$ cat config.mk
export PLATFORM = sky130hd
export DESIGN_NAME = stage_decode_pipe
export DESIGN_NICKNAME = d
export VERILOG_FILES = /design/src/rtl/decode_pkg.sv /design/src/rtl/regfile_2r1w.sv /design/src/rtl/stage_decode_pipe.sv
export SDC_FILE = /design/constraint.sdc
export NUM_CORES = 2
export LEC_CHECK = 0
export ABC_AREA = 1
export CAP_MARGIN = 20
export CORE_UTILIZATION = 40
export CTS_CLUSTER_SIZE = 12
export DETAILED_ROUTE_END_ITERATION = 10
export HOLD_SLACK_MARGIN = 0.12
export PLACE_DENSITY_LB_ADDON = 0.15
export SYNTH_ARGS = -nofsm -noshare
export SYNTH_HDL_FRONTEND = slang
export SYNTH_SLANG_ARGS = --single-unit
$ cat constraint.sdc
create_clock -name clk -period 3.2 [get_ports clk]
set_clock_uncertainty 0.2 [all_clocks]
set_input_delay 0.64 -clock clk [delete_from_list [all_inputs] [get_ports clk]]
set_output_delay 0.64 -clock clk [all_outputs]
set_load 0.01 [all_outputs]
$ cat src/rtl/decode_pkg.sv
// Shared decode vocabulary: RV32I opcodes, immediate formats, ALU control encodings
// and the packed control bundle carried in the decode output slot.
package decode_pkg;

  typedef enum logic [6:0] {
    R_TYPE = 7'b0110011,
    I_TYPE = 7'b0010011,
    LOAD   = 7'b0000011,
    STORE  = 7'b0100011,
    BRANCH = 7'b1100011,
    JALR   = 7'b1100111,
    JAL    = 7'b1101111,
    AUIPC  = 7'b0010111,
    LUI    = 7'b0110111
  } opcode_t;

  typedef enum logic [2:0] {
    IMM_NONE, IMM_I, IMM_S, IMM_B, IMM_U, IMM_J, IMM_SHAMT
  } imm_fmt_t;

  localparam logic [3:0] ALU_ADD    = 4'b0000;
  localparam logic [2:0] F3_SLL     = 3'b001;
  localparam logic [2:0] F3_SRL_SRA = 3'b101;

  typedef struct packed {
    logic wr_enable;
    logic mem_to_reg;
    logic alu_src;
    logic mem_write;
    logic jump;
    logic jal_src;
    logic branch;
    logic illegal;
  } ctrl_t;

  function automatic logic [31:0] gen_imm(input logic [31:0] instr, input imm_fmt_t fmt);
    logic [31:0] imm;
    case (fmt)
      IMM_I:     imm = {{20{instr[31]}}, instr[31:20]};
      IMM_S:     imm = {{20{instr[31]}}, instr[31:25], instr[11:7]};
      IMM_B:     imm = {{19{instr[31]}}, instr[31], instr[7], instr[30:25], instr[11:8], 1'b0};
      IMM_U:     imm = {instr[31:12], 12'b0};
      IMM_J:     imm = {{11{instr[31]}}, instr[31], instr[19:12], instr[20], instr[30:21], 1'b0};
      IMM_SHAMT: imm = {27'b0, instr[24:20]};
      default:   imm = '0;
    endcase
    return imm;
  endfunction

endpackage

$ cat src/rtl/regfile_2r1w.sv
// Architectural register file: two combinational reads, one write landing on the clock edge.
// x0 and indices >= NREGS read as zero and ignore writes; synchronous reset clears all entries.
module regfile_2r1w #(
  parameter int XLEN  = 32,
  parameter int NREGS = 32
) (
  input  logic            clk,
  input  logic            rst,
  input  logic            we,
  input  logic [4:0]      waddr,
  input  logic [XLEN-1:0] wdata,
  input  logic [4:0]      raddr1,
  input  logic [4:0]      raddr2,
  output logic [XLEN-1:0] rdata1,
  output logic [XLEN-1:0] rdata2
);

  localparam int AW = $clog2(NREGS);
  localparam logic [5:0] NREGS_W = 6'(NREGS);

  logic [XLEN-1:0] regs [NREGS];

  function automatic logic in_range(input logic [4:0] a);
    return (a != 5'd0) && ({1'b0, a} < NREGS_W);
  endfunction

  always_ff @(posedge clk) begin
    if (rst) begin
      for (int i = 0; i < NREGS; i++) regs[i] <= '0;
    end else if (we && in_range(waddr)) begin
      regs[waddr[AW-1:0]] <= wdata;
    end
  end

  assign rdata1 = in_range(raddr1) ? regs[raddr1[AW-1:0]] : '0;
  assign rdata2 = in_range(raddr2) ? regs[raddr2[AW-1:0]] : '0;

endmodule

$ cat src/rtl/stage_decode_pipe.sv
// RV32I/E decode stage with one registered output slot (1-cycle latency); fetch_ready drops only
// while the slot is full and execute stalls, and a stalled slot snoops write-back into its operands.
module stage_decode_pipe
  import decode_pkg::*;
#(
  parameter int XLEN      = 32,
  parameter int NREGS     = 32,
  parameter bit WB_BYPASS = 1'b1
) (
  input  logic            clk,
  input  logic            rst,
  input  logic            fetch_valid,
  output logic            fetch_ready,
  input  logic [31:0]     fetch_instr,
  input  logic [XLEN-1:0] fetch_instr_addr,
  input  logic [XLEN-1:0] fetch_instr_addr_plus,
  input  logic            flush,
  input  logic            ex_ready,
  output logic            decode_valid,
  output logic [XLEN-1:0] decode_instr_addr,
  output logic [XLEN-1:0] decode_instr_addr_plus,
  output logic [XLEN-1:0] rs_data1,
  output logic [XLEN-1:0] rs_data2,
  output logic [4:0]      decode_rd,
  output logic [3:0]      decode_alu_ctrl,
  output logic [XLEN-1:0] decode_imm,
  output logic            decode_alu_src,
  output logic            decode_wr_enable,
  output logic            decode_mem_to_reg,
  output logic            decode_mem_write,
  output logic            decode_jump,
  output logic            decode_jal_src,
  output logic            decode_branch,
  output logic            decode_illegal,
  input  logic            wb_wr_enable,
  input  logic [4:0]      wb_wr_addr,
  input  logic [XLEN-1:0] wb_wr_data
);

  localparam logic [5:0] NREGS_W = 6'(NREGS);

  opcode_t         opcode;
  logic [2:0]      funct3;
  logic [4:0]      rd_f, rs1_f, rs2_f;
  ctrl_t           ctrl_d, ctrl_q;
  imm_fmt_t        fmt;
  logic [3:0]      alu_ctrl_d;
  logic            use_rd, use_rs1, use_rs2, known_op, bad_idx;
  logic [4:0]      ra1, ra2, rs1_q, rs2_q;
  logic [31:0]     imm32;
  logic [XLEN-1:0] rf_rd1, rf_rd2, op1_d, op2_d;
  logic            xfer;

  function automatic logic idx_ok(input logic [4:0] a);
    return {1'b0, a} < NREGS_W;
  endfunction

  function automatic logic wb_hits(input logic [4:0] a);
    return wb_wr_enable && (wb_wr_addr == a) && (a != 5'd0) && idx_ok(a);
  endfunction

  assign opcode = opcode_t'(fetch_instr[6:0]);
  assign funct3 = fetch_instr[14:12];
  assign rd_f   = fetch_instr[11:7];
  assign rs1_f  = fetch_instr[19:15];
  assign rs2_f  = fetch_instr[24:20];

  always_comb begin
    ctrl_d     = '0;
    alu_ctrl_d = ALU_ADD;
    fmt        = IMM_NONE;
    use_rd     = 1'b0;
    use_rs1    = 1'b0;
    use_rs2    = 1'b0;
    known_op   = 1'b1;
    case (opcode)
      R_TYPE: begin
        ctrl_d.wr_enable = 1'b1;
        alu_ctrl_d = {fetch_instr[30], funct3};
        {use_rd, use_rs1, use_rs2} = 3'b111;
      end
      I_TYPE: begin
        ctrl_d.wr_enable = 1'b1;
        ctrl_d.alu_src   = 1'b1;
        alu_ctrl_d = {(funct3 == F3_SRL_SRA) & fetch_instr[30], funct3};
        fmt = (funct3 == F3_SLL || funct3 == F3_SRL_SRA) ? IMM_SHAMT : IMM_I;
        {use_rd, use_rs1} = 2'b11;
      end
      LOAD: begin
        ctrl_d.wr_enable  = 1'b1;
        ctrl_d.mem_to_reg = 1'b1;
        ctrl_d.alu_src    = 1'b1;
        alu_ctrl_d = {1'b0, funct3};
        fmt = IMM_I;
        {use_rd, use_rs1} = 2'b11;
      end
      STORE: begin
        ctrl_d.alu_src   = 1'b1;
        ctrl_d.mem_write = 1'b1;
        alu_ctrl_d = {1'b0, funct3};
        fmt = IMM_S;
        {use_rs1, use_rs2} = 2'b11;
      end
      BRANCH: begin
        ctrl_d.branch = 1'b1;
        alu_ctrl_d = {1'b0, funct3};
        fmt = IMM_B;
        {use_rs1, use_rs2} = 2'b11;
      end
      JAL: begin
        ctrl_d.wr_enable = 1'b1;
        ctrl_d.jump      = 1'b1;
        ctrl_d.jal_src   = 1'b1;
        fmt = IMM_J;
        use_rd = 1'b1;
      end
      JALR: begin
        ctrl_d.wr_enable = 1'b1;
        ctrl_d.alu_src   = 1'b1;
        ctrl_d.jump      = 1'b1;
        alu_ctrl_d = {1'b0, funct3};
        fmt = IMM_I;
        {use_rd, use_rs1} = 2'b11;
      end
      // AUIPC's PC operand is selected downstream; both read rs1 as zero here.
      LUI, AUIPC: begin
        ctrl_d.wr_enable = 1'b1;
        ctrl_d.alu_src   = 1'b1;
        fmt = IMM_U;
        use_rd = 1'b1;
      end
      default: known_op = 1'b0;
    endcase

    bad_idx = (use_rd && !idx_ok(rd_f)) || (use_rs1 && !idx_ok(rs1_f)) ||
              (use_rs2 && !idx_ok(rs2_f));
    if (!known_op || bad_idx) begin
      ctrl_d.illegal   = 1'b1;
      ctrl_d.wr_enable = 1'b0;
      ctrl_d.mem_write = 1'b0;
      ctrl_d.jump      = 1'b0;
      ctrl_d.branch    = 1'b0;
    end
  end

  assign ra1   = use_rs1 ? rs1_f : 5'd0;
  assign ra2   = use_rs2 ? rs2_f : 5'd0;
  assign imm32 = gen_imm(fetch_instr, fmt);

  regfile_2r1w #(.XLEN(XLEN), .NREGS(NREGS)) u_regfile (
    .clk    (clk),
    .rst    (rst),
    .we     (wb_wr_enable),
    .waddr  (wb_wr_addr),
    .wdata  (wb_wr_data),
    .raddr1 (ra1),
    .raddr2 (ra2),
    .rdata1 (rf_rd1),
    .rdata2 (rf_rd2)
  );

  assign op1_d = (WB_BYPASS && wb_hits(ra1)) ? wb_wr_data : rf_rd1;
  assign op2_d = (WB_BYPASS && wb_hits(ra2)) ? wb_wr_data : rf_rd2;

  assign fetch_ready = !decode_valid || ex_ready;
  assign xfer        = fetch_valid && fetch_ready;

  always_ff @(posedge clk) begin
    if (rst) begin
      decode_valid           <= 1'b0;
      decode_instr_addr      <= '0;
      decode_instr_addr_plus <= '0;
      rs_data1               <= '0;
      rs_data2               <= '0;
      decode_rd              <= '0;
      decode_alu_ctrl        <= '0;
      decode_imm             <= '0;
      ctrl_q                 <= '0;
      rs1_q                  <= '0;
      rs2_q                  <= '0;
    end else if (flush) begin
      decode_valid <= 1'b0;
    end else if (xfer) begin
      decode_valid           <= 1'b1;
      decode_instr_addr      <= fetch_instr_addr;
      decode_instr_addr_plus <= fetch_instr_addr_plus;
      rs_data1               <= op1_d;
      rs_data2               <= op2_d;
      decode_rd              <= rd_f;
      decode_alu_ctrl        <= alu_ctrl_d;
      decode_imm             <= XLEN'($signed(imm32));
      ctrl_q                 <= ctrl_d;
      rs1_q                  <= ra1;
      rs2_q                  <= ra2;
    end else if (ex_ready) begin
      decode_valid <= 1'b0;
    end else if (decode_valid) begin
      // Held operands must track registers retired while execute is stalled.
      if (wb_hits(rs1_q)) rs_data1 <= wb_wr_data;
      if (wb_hits(rs2_q)) rs_data2 <= wb_wr_data;
    end
  end

  assign decode_wr_enable  = ctrl_q.wr_enable;
  assign decode_mem_to_reg = ctrl_q.mem_to_reg;
  assign decode_alu_src    = ctrl_q.alu_src;
  assign decode_mem_write  = ctrl_q.mem_write;
  assign decode_jump       = ctrl_q.jump;
  assign decode_jal_src    = ctrl_q.jal_src;
  assign decode_branch     = ctrl_q.branch;
  assign decode_illegal    = ctrl_q.illegal;

endmodule

==> impl_summary.md <==
Critical path
The worst setup path is launched from an input port. The launch point of the worst reg-to-reg path is decode_valid. The launching instance or port of the critical path is wb_wr_addr[4].

The arrival time of data at the critical path endpoint is approximately 3.3 ns. The critical path endpoint category is a flip-flop. The data required time of the critical path is ~3.5 ns. The critical-path maximum fanout is 17.

The critical path start-end classification is input port to flip-flop. The worst-case register-to-register setup slack is around 0.9 ns.

Yosys
The mean post-synth cell area is between 7 and 8 sq um. The synthesized area is ~0.065 sq mm. The sequential-to-total area share from yosys stat is 53.4%.

The share of flip-flops with an asynchronous set or reset after synthesis is 0%. Yosys printed 0 warnings. The number of enable-type register cells in the synthesized netlist is ~1000.

Synthesis instantiated 35 different standard cells from the library. The main flop type after synthesis is sky130_fd_sc_hd__edfxtp_1. The synthesized design contains roughly 1200 register bits. The cell count after synthesis is between 8000 and 9000.

Drt
The mean number of vias per cell is between 5 and 6. Across all layers, the routed design uses about 64000 vias. Before antenna repair, the detailed router went through 6 iterations. The count of nets left with antenna violations once routing finished came out at 0. The final layout contains routed wiring with a total length of approximately 270000 microns. The number of DRC markers after the initial detailed-route iteration is about 9200. The routed wire length per instance is between 20 and 25 microns. The DRC violations left is 0.

Timing
The ratio of final minimum period to clock period is 95.9%. The clock period could shrink to around 3 ns. Setup violations remaining at the end of the flow were counted as 0. The relative slew slack is around two fifths. In the final timing run, aggregate negative setup slack is 0 ns. Setup repair after global routing left no endpoint under its margin.

The final count of pins violating max slew came to 0. The hold violation count in the final report came to 0. The setup slack after layout is between 0.1 and 0.15 ns.

The slew at the pin closest to its max-slew limit is between 0.8 and 0.9 ns. Static timing analysis puts the maximum clock frequency at 0.326 GHz.

Power and ir drop
For this design the static power due to leakage is 33.6 nW. The worst-case IR drop observed on VDD is 0.565 mV. In this run the power density over the cells is slightly below 500 mW/mm^2.

GRT
The first global-routing pass estimated about 400000 microns of wire. The number of antenna violations at the first check in global routing came to 10. The total overflow left after global routing is 0. Entering global routing, the biggest net connects between 100 and 150 pins. For this run, the total global-route usage over all layers was measured as about a third.

The via count of the first global-routing pass is 59833.

Hold path
The startpoint of the most critical hold path is fetch_instr_addr[19]. The tightest min-delay check is of the input port to flip-flop type.

Floorplan
Row generation in the floorplan step produced ~150 rows. The width of the die is approximately 400 microns. The initial standard-cell utilization of the core is about two fifths. The die footprint is between 0.15 and 0.2 sq mm. Pin placement for this block handled ~320 I/O pins. After floorplanning, the core was sized to cover roughly 0.16 sq mm. The die height is about 400 microns.

Layout
The layout overhead on the synthesized area is 24.7%. The number of flip-flops under the largest register name is just over 1000. Cells fill roughly half of the core in the end. The number of nets at the end of the flow is ~8900. The layout cell share with drive strength beyond 1 is 10.7%. Counting flops per register, the top entry is u_regfile.regs.

Clock tree
The hold-fix buffer count after cts is 0. The clock tree synthesis step divided the H-tree into 4 levels. The clock-pin slew on the worst setup and hold paths is about 0.060 ns.

Buffers added to address setup during post-CTS repair amount to 0. TritonCTS built the clock tree. The post-cts resize count is 0. The total CTS buffers is between 100 and 150. The TritonCTS sink count is approximately 1200. The root buffer cell is sky130_fd_sc_hd__clkbuf_16. The clock passes through at most 3 buffers. The worst-skew pair later-pin latency is approximately 0.8 ns.

Outcome
The flow ran to the end, and the final reports show no timing, DRC or antenna violations.

Placed design
The routability-driven placement congestion ratio is between 0.9 and 1. The total of buffers placed on input and output ports is approximately 320. Before CTS, the worst setup slack after placement is -0.587 ns. Detailed placement ended at an HPWL of about 180000 microns.

Job
The tool flagged a number of max-cap violations equal to 0.
-- metrics by stage --
step / power [W] / instance area (sq um) / instances / hold WS [ns]
after CTS: 0.0390 / 80600 / 11019 / 0.166
after detailed placement: 0.0230 / 76100 / 10763 / 0.254
after global placement: 0.0229 / 76100 / 10763 / 0.252
after global routing: 0.0400 / 80600 / 11023 / 0.195
final: 0.0389 / 80600 / 11023 / 0.206
after floorplan: 0.0207 / 64900 / 8347 / 0.290
-- cells in the mapped netlist, types with 5 or more instances --
library cell	n	share of area, %
sky130_fd_sc_hd__a21oi_1	331	2.6
sky130_fd_sc_hd__buf_1	54	0.31
sky130_fd_sc_hd__buf_2	198	1.5
sky130_fd_sc_hd__buf_4	13	0.15
sky130_fd_sc_hd__clkbuf_1	463	2.7
sky130_fd_sc_hd__clkinv_1	6	0.035
sky130_fd_sc_hd__dfxtp_1	188	5.8
sky130_fd_sc_hd__edfxtp_1	1024	48
sky130_fd_sc_hd__inv_1	234	1.4
sky130_fd_sc_hd__inv_2	10	0.058
sky130_fd_sc_hd__nand2_1	2814	16
sky130_fd_sc_hd__nand3_1	1709	13
sky130_fd_sc_hd__nand4_1	14	0.14
sky130_fd_sc_hd__nor2_1	1034	6.0
sky130_fd_sc_hd__nor3_1	12	0.093
sky130_fd_sc_hd__o2111ai_1	39	0.53
sky130_fd_sc_hd__o211ai_1	30	0.35
sky130_fd_sc_hd__o21ai_0	106	0.82
sky130_fd_sc_hd__o21ai_1	5	0.039
sky130_fd_sc_hd__xor2_1	6	0.081
-- final timing paths --
check	to	cells after the start
min reg2reg	decode_instr_addr[23]	2
max	u_regfile.regs[19][10]	7
min	decode_instr_addr[19]	3
max reg2reg	rs_data1[11]	11
-- worst max-delay path, stage by stage --
cell and delay (ns):
sky130_fd_sc_hd__clkdlybuf4s50_1 0.63, sky130_fd_sc_hd__inv_1 0.11, sky130_fd_sc_hd__or2_2 0.36, sky130_fd_sc_hd__nor3_1 0.73, sky130_fd_sc_hd__nand2_1 0.38, sky130_fd_sc_hd__nand2_2 0.26
sky130_fd_sc_hd__buf_12 0.21
-- area by class of cell --
type	instances	area, sq um
fill	15241	79900
sequential	1212	34500
multi-input combinational	6157	26500
timing repair buffer	984	11400
clock buffer	190	3980
tap	2160	2700
inverter	250	960
clock inverter	66	551
antenna	4	10.0
-- layer usage --
| metal | share of wire [%] | vias to the layer above | GRT usage [%] | routed length (microns) |
|---|---|---|---|---|
| met3 | 11 | 677 | 6.37 | 31200 |
| li1 | - | 28539 | - | - |
| met1 | 39 | 30382 | 44.0 | 107000 |
| met5 | 0.0081 | - | 0 | 22 |
| met2 | 44 | 4243 | 49.9 | 120000 |
| met4 | 5.2 | 4 | 16.7 | 14300 |
-- kinds of logic (layout without fill, tap and decap cells) --
| logic type | after synthesis | count (layout) | share of synthesized area (%) |
|---|---|---|---|
| XOR/XNOR | 6 | 6 | 0.0813 |
| AND/OR/NAND/NOR | 5597 | 5597 | 36.0 |
| buffers and inverters | 978 | 1490 | 6.14 |
| other | 1 | 36 | 0.00580 |
| flip-flops | 1212 | 1212 | 53.4 |
| AO/OA/AOI/OAI | 522 | 522 | 4.43 |
-- placed cells by master (no fill, tap or decap), types with 28 or more instances in the layout --
cell type	synthesis	final
sky130_fd_sc_hd__nand2_1	2814	2772
sky130_fd_sc_hd__nand3_1	1709	1709
sky130_fd_sc_hd__nor2_1	1034	1030
sky130_fd_sc_hd__edfxtp_1	1024	1024
sky130_fd_sc_hd__buf_4	13	410
sky130_fd_sc_hd__a21oi_1	331	329
sky130_fd_sc_hd__clkdlybuf4s50_1	0	313
sky130_fd_sc_hd__buf_12	0	258
sky130_fd_sc_hd__inv_1	234	231
sky130_fd_sc_hd__dfxtp_1	188	188
sky130_fd_sc_hd__clkbuf_16	0	149
sky130_fd_sc_hd__o21ai_0	106	106
sky130_fd_sc_hd__o2111ai_1	39	39
sky130_fd_sc_hd__nand2_2	3	38
sky130_fd_sc_hd__conb_1	1	32
sky130_fd_sc_hd__clkbuf_1	463	31
sky130_fd_sc_hd__o211ai_1	30	30
sky130_fd_sc_hd__clkinv_1	6	28
-- where the power goes --
group / switching, W / leakage [nW] / internal, W / total (W)
clock: 0.00690 / 2.24 / 0.00924 / 0.0161
combinational: 0.00277 / 20.1 / 0.00148 / 0.00426
sequential: 0.000545 / 11.3 / 0.0180 / 0.0185
total: 0.0102 / 33.6 / 0.0287 / 0.0389
Note: power is estimated with default switching activity, not from simulation.
